$ cat config.mk
export PLATFORM = sky130hd
export DESIGN_NAME = sm_seq_multiplier
export DESIGN_NICKNAME = d
export VERILOG_FILES = /design/src/rtl/sm_mul_pkg.sv /design/src/rtl/sm_round_sat.sv /design/src/rtl/sm_seq_multiplier.sv
export SDC_FILE = /design/constraint.sdc
export NUM_CORES = 1
export LEC_CHECK = 0
export CAP_MARGIN = 10
export CORE_MARGIN = 5
export CORE_UTILIZATION = 35
export CTS_BUF_LIST = sky130_fd_sc_hd__clkbuf_2
export CTS_CLUSTER_SIZE = 30
export DETAILED_ROUTE_END_ITERATION = 16
export MAX_ROUTING_LAYER = met4
export PLACE_DENSITY = 0.59
export SETUP_SLACK_MARGIN = 0.3
export SYNTH_ARGS = -nofsm -noshare
export SYNTH_HDL_FRONTEND = slang
export SYNTH_SLANG_ARGS = --single-unit
$ cat constraint.sdc
create_clock -name clk -period 5.3 [get_ports clk]
set_clock_uncertainty 0.15 [all_clocks]
set_input_delay 0.53 -clock clk [delete_from_list [all_inputs] [get_ports clk]]
set_output_delay 0.53 -clock clk [all_outputs]
set_load 0.05 [all_outputs]
$ cat src/rtl/sm_mul_pkg.sv
//==============================================================================
// Module      : sm_mul_pkg
// Description : Shared constants for the sign-magnitude sequential multiplier:
//               default operand/fraction widths and FSM state encodings.
// Revision    : 1.0 - initial release
//==============================================================================
`default_nettype none

package sm_mul_pkg;

    // Default magnitude width per operand and output fraction width
    localparam int c_dataWDefault = 10;
    localparam int c_fracWDefault = 9;

    // FSM state encodings
    localparam logic [1:0] c_stIdle = 2'd0;
    localparam logic [1:0] c_stBusy = 2'd1;
    localparam logic [1:0] c_stDone = 2'd2;

endpackage

`default_nettype wire

$ cat src/rtl/sm_round_sat.sv
//==============================================================================
// Module      : sm_round_sat
// Description : Rescales an unsigned product magnitude by 2^-FRAC_W with
//               round-half-up on magnitude, saturates to DATA_W bits and
//               reattaches the sign (zero magnitude always gets sign 0).
// Revision    : 1.0 - initial release
//==============================================================================
`default_nettype none

module sm_round_sat
    import sm_mul_pkg::*;
#(
    parameter int DATA_W = c_dataWDefault,
    parameter int FRAC_W = c_fracWDefault
) (
    input  logic [2*DATA_W-1:0] accum,
    input  logic                sign,
    output logic [DATA_W:0]     prodQ,
    output logic                sat
);

    localparam int ACC_W = 2 * DATA_W;

    // Half an output LSB; the sum cannot carry out because the largest
    // product leaves far more headroom than 2^(FRAC_W-1).
    localparam logic [ACC_W-1:0] c_half = {{(ACC_W-1){1'b0}}, 1'b1} << (FRAC_W - 1);

    logic [ACC_W-1:0]  w_rounded;
    logic [ACC_W-1:0]  w_shifted;
    logic              w_over;
    logic [DATA_W-1:0] w_mag;

    // Round, rescale, clip and re-sign the magnitude
    always_comb begin
        w_rounded = accum + c_half;
        w_shifted = w_rounded >> FRAC_W;
        w_over    = |w_shifted[ACC_W-1:DATA_W];
        w_mag     = w_over ? {DATA_W{1'b1}} : w_shifted[DATA_W-1:0];
        prodQ     = {sign & (|w_mag), w_mag};
        sat       = w_over;
    end

endmodule

`default_nettype wire

$ cat src/rtl/sm_seq_multiplier.sv
//==============================================================================
// Module      : sm_seq_multiplier
// Description : Sign-magnitude shift-and-add multiplier, one partial product
//               per clock, valid/ready handshakes on both sides, plus a
//               rounded and saturated rescaled output.
// Revision    : 1.0 - initial release
//==============================================================================
`default_nettype none

module sm_seq_multiplier
    import sm_mul_pkg::*;
#(
    parameter int DATA_W = c_dataWDefault,
    parameter int FRAC_W = c_fracWDefault
) (
    input  logic                clk,
    input  logic                rst_n,
    input  logic                flush,
    input  logic                in_valid,
    output logic                in_ready,
    input  logic [DATA_W:0]     a,
    input  logic [DATA_W:0]     b,
    output logic                out_valid,
    input  logic                out_ready,
    output logic [2*DATA_W:0]   prod,
    output logic [DATA_W:0]     prod_q,
    output logic                sat
);

    localparam int ACC_W = 2 * DATA_W;
    localparam int CNT_W = (DATA_W > 1) ? $clog2(DATA_W) : 1;
    localparam logic [CNT_W-1:0] c_lastCnt = CNT_W'(DATA_W - 1);

    logic [1:0]        r_state;
    logic [CNT_W-1:0]  r_cnt;
    logic [DATA_W-1:0] r_magA;
    logic [DATA_W-1:0] r_magB;
    logic              r_sign;
    logic [ACC_W-1:0]  r_accum;
    logic              r_inReady;
    logic              r_outValid;
    logic [ACC_W:0]    r_prod;
    logic [DATA_W:0]   r_prodQ;
    logic              r_sat;

    logic              w_accept;
    logic              w_release;
    logic [ACC_W-1:0]  w_partial;
    logic [ACC_W-1:0]  w_accNext;
    logic              w_lastBit;
    logic [DATA_W:0]   w_prodQ;
    logic              w_sat;

    // Handshakes and the accumulator value after this cycle's partial product
    always_comb begin
        w_accept  = in_valid & r_inReady;
        w_release = r_outValid & out_ready;
        w_partial = r_magB[r_cnt] ? ({{DATA_W{1'b0}}, r_magA} << r_cnt) : '0;
        w_accNext = r_accum + w_partial;
        w_lastBit = (r_cnt == c_lastCnt);
    end

    // Rescaled view of the final accumulator, captured on the BUSY-to-DONE edge
    sm_round_sat #(
        .DATA_W (DATA_W),
        .FRAC_W (FRAC_W)
    ) u_roundSat (
        .accum (w_accNext),
        .sign  (r_sign),
        .prodQ (w_prodQ),
        .sat   (w_sat)
    );

    // Control FSM with datapath registers; flush outranks both handshakes
    always_ff @(posedge clk or negedge rst_n) begin
        if (!rst_n) begin
            r_state    <= c_stIdle;
            r_cnt      <= '0;
            r_magA     <= '0;
            r_magB     <= '0;
            r_sign     <= 1'b0;
            r_accum    <= '0;
            r_inReady  <= 1'b0;
            r_outValid <= 1'b0;
            r_prod     <= '0;
            r_prodQ    <= '0;
            r_sat      <= 1'b0;
        end else if (flush) begin
            r_state    <= c_stIdle;
            r_inReady  <= 1'b1;
            r_outValid <= 1'b0;
        end else begin
            case (r_state)
                c_stIdle: begin
                    if (w_accept) begin
                        r_magA    <= a[DATA_W-1:0];
                        r_magB    <= b[DATA_W-1:0];
                        r_sign    <= a[DATA_W] ^ b[DATA_W];
                        r_accum   <= '0;
                        r_cnt     <= '0;
                        r_inReady <= 1'b0;
                        r_state   <= c_stBusy;
                    end else begin
                        // First edge out of reset raises in_ready
                        r_inReady <= 1'b1;
                    end
                end
                c_stBusy: begin
                    r_accum <= w_accNext;
                    if (w_lastBit) begin
                        r_prod     <= {r_sign & (|w_accNext), w_accNext};
                        r_prodQ    <= w_prodQ;
                        r_sat      <= w_sat;
                        r_outValid <= 1'b1;
                        r_state    <= c_stDone;
                    end else begin
                        r_cnt <= r_cnt + CNT_W'(1);
                    end
                end
                c_stDone: begin
                    if (w_release) begin
                        r_outValid <= 1'b0;
                        r_inReady  <= 1'b1;
                        r_state    <= c_stIdle;
                    end
                end
                default: begin
                    r_outValid <= 1'b0;
                    r_inReady  <= 1'b1;
                    r_state    <= c_stIdle;
                end
            endcase
        end
    end

    assign in_ready  = r_inReady;
    assign out_valid = r_outValid;
    assign prod      = r_prod;
    assign prod_q    = r_prodQ;
    assign sat       = r_sat;

endmodule

`default_nettype wire

==> results.sh, run 1 <==
export IMPL_antenna_cells=0
export IMPL_startpoint_type="register"
export IMPL_status="completed"
export IMPL_cts_num_sinks=82
export IMPL_fin_crit_ns=4.71
export IMPL_ir_drop_uv=162
export IMPL_drc=0
export IMPL_hp_class="register to register"
export IMPL_crit_chain="buf_4, mux2_2, o21ai_0, nor2_1, a21oi_1, o22ai_1, ha_1, and3_1, o211ai_4, mux2_2, nor2_2, nand4_2, nor2_1, xnor2_1, nor4_1, a41oi_1"
export IMPL_yosysWarnings=0
export IMPL_gr_total_overflow=0
export IMPL_cts_buffers=9
export IMPL_first_iter_violations=271
export IMPL_avgRoutedWirePerCell_um=16.0
export IMPL_cts_tree="yes"
export IMPL_crit_family="simple AND/OR/NAND/NOR gates"
export IMPL_utilization_pct=42.7
export IMPL_worstPathArrival_ns=5.03
export IMPL_grt_max_degree=83
export IMPL_core_area_mm2=0.0144
export IMPL_slew_violations=0
export IMPL_yosys_register_bits=82
export IMPL_drive_gt1_share_pct=16.4
export IMPL_setup_worst_path_class="register to register"
export IMPL_clock_fmax_mhz=212
export IMPL_ant_nets=0
export IMPL_syn_inst=548
export IMPL_synth_top_area_share_pct=40.1
export IMPL_max_stage_delay_ns=0.50
export IMPL_relSlewSlack_pct=27.7
export IMPL_synth_edf_count=0
export IMPL_rsz0062_at_grt="no"
export IMPL_finalSetupViolations=0
export IMPL_nets=667
export IMPL_seq_area_frac_synth_pct=40.1
export IMPL_wirelength_um=12900
export IMPL_avgViaCountPerCell=5.26
export IMPL_report_power_total_mw=2.28
export IMPL_die_w_um=131
export IMPL_cts_root_buffer="clkbuf_2"
export IMPL_critPathSlowestCell="dfrtp_2"
export IMPL_antenna_found_initial=0
export IMPL_power_density_mw_per_mm2=370
export IMPL_htreeDepth=3
export IMPL_final_period_utilization_pct=88.8
export IMPL_static_leakage_power_nw=2.71
export IMPL_fill_cells=1430
export IMPL_hold_violations=0
export IMPL_finalSetupTns_ns=0
export IMPL_syn_nets=599
export IMPL_async_reset_ff_share_pct=100
export IMPL_clk_path_buf_depth=2
export IMPL_worstPathRequired_ns=5.62
export IMPL_synth_area_mm2=0.00512
export IMPL_yosysTopAreaCell="dfrtp_1"
export IMPL_yosys_most_used_dff="dfrtp_1"
export IMPL_vias=4231
export IMPL_die_h_um=131
export IMPL_drv_cap=0
export IMPL_layout_common_cells="83 x nand2_1, 79 x dfrtp_1, 60 x clkdlybuf4s50_1, 48 x nor2_1, 31 x o21ai_0"
export IMPL_rows=44
export IMPL_ys_top_cells_by_area="dfrtp_1 40%, mux2_2 6.2%, nand2_1 6.1%"
export IMPL_port_buffers=61
export IMPL_final_common_cell="nand2_1"
export IMPL_clk_latency_ns=0.59
export IMPL_worst_slew_pin_slew_ns=1.08
export IMPL_dr_pass1_iters=4
export IMPL_end_kind="register"
export IMPL_path_buf_inv=1
export IMPL_fin_cells=805
export IMPL_place_hpwl_um=9730
export IMPL_grt_pass1_vias=4082
export IMPL_synth_cell_types=68
export IMPL_die_area_mm2=0.0171
export IMPL_syn_area_per_cell_um2=9.34
export IMPL_r2r_slack_ns=0.59
export IMPL_placement_cell_area_mm2=0.00593
export IMPL_grt_usage_pct=16.1
export IMPL_place_gp_congestion=0.902
export IMPL_critPathMaxFanout=9
export IMPL_syn_to_final_growth_pct=20.5
export IMPL_clk_pin_slew_ns=0.25
export IMPL_io_pins=62
export IMPL_grt_pass1_wl_um=21100
export IMPL_fin_area_mm2=0.00617
export IMPL_initial_utilization_pct=35.5
export IMPL_dp_cells=779
==> metrics by stage <==
| stage | hold WS [ns] | setup WS (ns) |
|---|---|---|
| after floorplan | 0.0844 | 0.610 |
| after global placement | 0.305 | 0.432 |
| after detailed placement | 0.309 | 0.381 |
| after CTS | 0.319 | 0.321 |
| after global routing | 0.327 | 0.290 |
| final | 0.348 | 0.591 |
==> per-layer routing <==
metal  global-route usage [%]  wire [um]
met1                     22.5       6420
met2                     24.0       5750
met3                     3.41        643
met4                     4.05         87
met5                        -          0
==> path summary, 6_finish.rpt <==
check | startpoint | endpoint | cells after the start
setup / recovery | r_cnt[1] | prod_q[10] | 16
hold reg to reg | prod[4] | prod[4] | 2
setup reg to reg | r_cnt[1] | prod_q[10] | 16
hold / removal | prod[4] | prod[4] | 2
min in group asynchronous | rst_n | r_cnt[3] | 2
max in group asynchronous | rst_n | r_cnt[1] | 2
==> worst reg2reg max path, delay by kind of cell, from the launching register on <==
family	cells	cell delay, ns
DFF	1	0.50
adders and majority gates	1	0.38
AOI/OAI and AO/OA	5	0.86
and+or+nand+nor	6	1.65
xor gates and xnor gates	1	0.10
buffers and inverters	1	0.21
muxes	2	0.74
==> power by group <==
part | leakage, nW | switching [mW] | internal [mW]
logic | 1.58 | 0.691 | 0.454
registers | 1.07 | 0.0767 | 0.712
clock network | 0.0646 | 0.238 | 0.111
total | 2.71 | 1.00 | 1.28
==> cells in the mapped netlist, types with 5 or more instances <==
master	count
o21ai_0	33
nand2_1	83
a31oi_1	5
nand3_1	11
o22ai_1	11
nor2_1	48
nand4_1	6
o21ai_1	11
xnor2_1	9
dfrtp_1	82
mux2_2	28
xor2_1	9
mux2i_1	12
clkbuf_1	18
a21o_1	8
a22o_1	7
ha_1	23
and3_1	5
nand2b_1	7
nor3_1	8
inv_1	12
nor2b_1	6
a21oi_1	27
==> registers in the layout (all words and copies together), names as in the netlist, 2 cells and up <==
| register | cells |
|---|---|
| r_state | 2 |
| r_magB | 10 |
| r_cnt | 4 |
| prod_q | 11 |
| r_magA | 10 |
| prod | 21 |
| r_accum | 20 |
==> logic make-up after synthesis <==
family	synth area share [%]
adder cells (fa/ha/maj)	6.02
buffers and inverters	2.89
AND/OR/NAND/NOR	18.7
flip-flops	40.1
multiplexers	9.39
XOR/XNOR	4.99
AO/OA/AOI/OAI	17.9
==> layout make-up <==
type	instances	area, um2	share of cell area [%]
Sequential cell	82	2060	33.3
Timing Repair Buffer	81	761	12.3
Tap cell	184	230	3.73
Clock buffer	10	50.0	0.812
Inverter	14	56.3	0.913
Clock inverter	6	66.3	1.08
Multi-Input combinational cell	428	2950	47.8
==> repair_timing <==
| item | CTS | global route |
|---|---|---|
| endpoints found under the setup margin | 0 | 13 |
| setup buffers | 0 | 9 |
| endpoints found under the hold margin | 82 | 0 |
| gates resized for setup | 0 | 10 |
| hold buffers | 1 | 0 |
No activity file was read; power rests on OpenSTA's default activity.
==> run 2: changes to the inputs <==
Settings changed: SLEW_MARGIN set to 40.
==> run 2 against run 1 <==
Against the previous run:
- critical path depth stayed put
- via count shrank 1.2%
- wire length down 0.67%
- clock power is 9.2% higher
- combinational power about the same
- first-iteration DRC count up 5.9%
- total power up 0.96%
- critical endpoint unchanged
- non-clock buffer count shrank 2
- setup slack improved by 0.039 ns
- die area unchanged
- sequential cell count is the same
- sequential power barely moved
==> results.sh, run 2 (synthesis results as in run 1) <==
export IMPL_die_area_mm2=0.0171
export IMPL_die_w_um=131
export IMPL_worstPathRequired_ns=5.64
export IMPL_fin_ws_ns=0.630
export IMPL_drv_cap=0
export IMPL_avgViaCountPerCell=5.21
export IMPL_cts_buffers=9
export IMPL_cts_num_sinks=82
export IMPL_drive_gt1_share_pct=16.2
export IMPL_ir_drop_uv=158
export IMPL_htreeDepth=3
export IMPL_final_period_utilization_pct=88.1
export IMPL_largest_reg_flops=21
export IMPL_cts_tree="yes"
export IMPL_first_iter_violations=287
export IMPL_port_buffers=61
export IMPL_clk_latency_ns=0.60
export IMPL_rows=44
export IMPL_antenna_found_initial=0
export IMPL_wirelength_um=12800
export IMPL_status="completed"
export IMPL_core_area_mm2=0.0144
export IMPL_grt_pass1_wl_um=21000
export IMPL_initial_utilization_pct=35.5
export IMPL_slew_violations=0
export IMPL_nets=665
export IMPL_place_hpwl_um=9790
export IMPL_grt_max_degree=83
export IMPL_setup_worst_path_class="register to register"
export IMPL_static_leakage_power_nw=2.72
export IMPL_end_kind="register"
export IMPL_fill_cells=1414
export IMPL_place_gp_congestion=0.902
export IMPL_clk_pin_slew_ns=0.22
export IMPL_startpoint_type="register"
export IMPL_gr_total_overflow=0
export IMPL_report_power_total_mw=2.30
export IMPL_worst_slew_pin_slew_ns=0.665
export IMPL_finalSetupViolations=0
export IMPL_hold_violations=0
export IMPL_antenna_cells=0
export IMPL_fin_crit_ns=4.67
export IMPL_final_common_cell="nand2_1"
export IMPL_dp_cells=779
export IMPL_ant_nets=0
export IMPL_power_density_mw_per_mm2=373
export IMPL_grt_pass1_vias=4070
export IMPL_worstPathArrival_ns=5.01
export IMPL_whs_ns=0.351
export IMPL_clk_path_buf_depth=2
export IMPL_syn_to_final_growth_pct=20.6
export IMPL_relSlewSlack_pct=55.6
export IMPL_io_pins=62
export IMPL_layout_common_cells="83 x nand2_1, 80 x dfrtp_1, 60 x clkdlybuf4s50_1, 47 x nor2_1, 32 x o21ai_0"
export IMPL_critPathMaxFanout=9
export IMPL_fin_cells=802
export IMPL_hp_class="register to register"
export IMPL_clock_fmax_mhz=214
export IMPL_die_h_um=131
export IMPL_finalSetupTns_ns=0
export IMPL_rsz0062_at_grt="no"
export IMPL_drc=0
export IMPL_dr_pass1_iters=5
export IMPL_dp_slack_ns=0.360
export IMPL_cts_root_buffer="clkbuf_2"
export IMPL_grt_usage_pct=16.1
export IMPL_avgRoutedWirePerCell_um=16.0
export IMPL_vias=4179
-- run 2: timing repair --
| action | 4_1_cts | 5_1_grt |
|---|---|---|
| hold buffers | 1 | 0 |
| gates resized for setup | 0 | 7 |
| endpoints found under the setup margin | 0 | 13 |
| endpoints found under the hold margin | 82 | 0 |
| buffers inserted | 0 | 7 |
-- run 2: layer usage --
metal	GRT usage, %	vias up	routed length (um)
met5	-	-	0
li1	-	2092	-
met2	23.8	110	5610
met1	22.5	1965	6430
met4	4.78	0	130
met3	3.13	12	633
-- run 2: final timing paths --
kind | end | start | slack [ns] | cells past startpoint
setup / recovery | prod_q[10] | r_cnt[1] | 0.63 | 16
hold / removal | prod_q[8] | prod_q[8] | 0.35 | 2
setup reg to reg | prod_q[10] | r_cnt[1] | 0.63 | 16
hold reg to reg | prod_q[8] | prod_q[8] | 0.35 | 2
max in group asynchronous | r_cnt[0] | rst_n | 4.17 | 2
min in group asynchronous | r_cnt[2] | rst_n | 0.37 | 2
-- run 2: layout make-up --
cell class / instances / area [um2] / share of cell area (%)
Sequential cell: 82 / 2050 / 33.3
Clock inverter: 5 / 80.1 / 1.30
Multi-Input combinational cell: 428 / 2950 / 47.8
Timing Repair Buffer: 79 / 752 / 12.2
Clock buffer: 10 / 50.0 / 0.811
Tap cell: 184 / 230 / 3.73
Inverter: 14 / 52.6 / 0.852
-- run 2: worst max-delay path, stage by stage (launching register included) --
cell      delay (ns)
dfrtp_2         0.49
buf_4           0.20
mux2_2          0.36
o21ai_0         0.26
nor2_1          0.07
a21oi_1         0.20
o22ai_1         0.12
ha_1            0.37
and3_1          0.29
o211ai_4        0.16
mux2_2          0.38
nor2_2          0.36
nand4_2         0.34
nor2_1          0.20
xnor2_1         0.10
nor4_1          0.36
a41oi_1         0.15
-- run 2: stage by stage --
| stage | area, um2 | utilization, % |
|---|---|---|
| 6_report | 6170 | 42.8 |
| 5_1_grt | 6170 | 42.8 |
| 3_3_place_gp | 5930 | 41.1 |
| 4_1_cts | 6080 | 42.2 |
| 2_1_floorplan | 5120 | - |
| 3_5_place_dp | 5940 | 41.2 |
-- run 2: report_power, final --
group	internal, mW	total [mW]	switching, mW
clock	0.154	0.380	0.226
combinational	0.451	1.14	0.685
sequential	0.712	0.788	0.0759
total	1.32	2.30	0.987
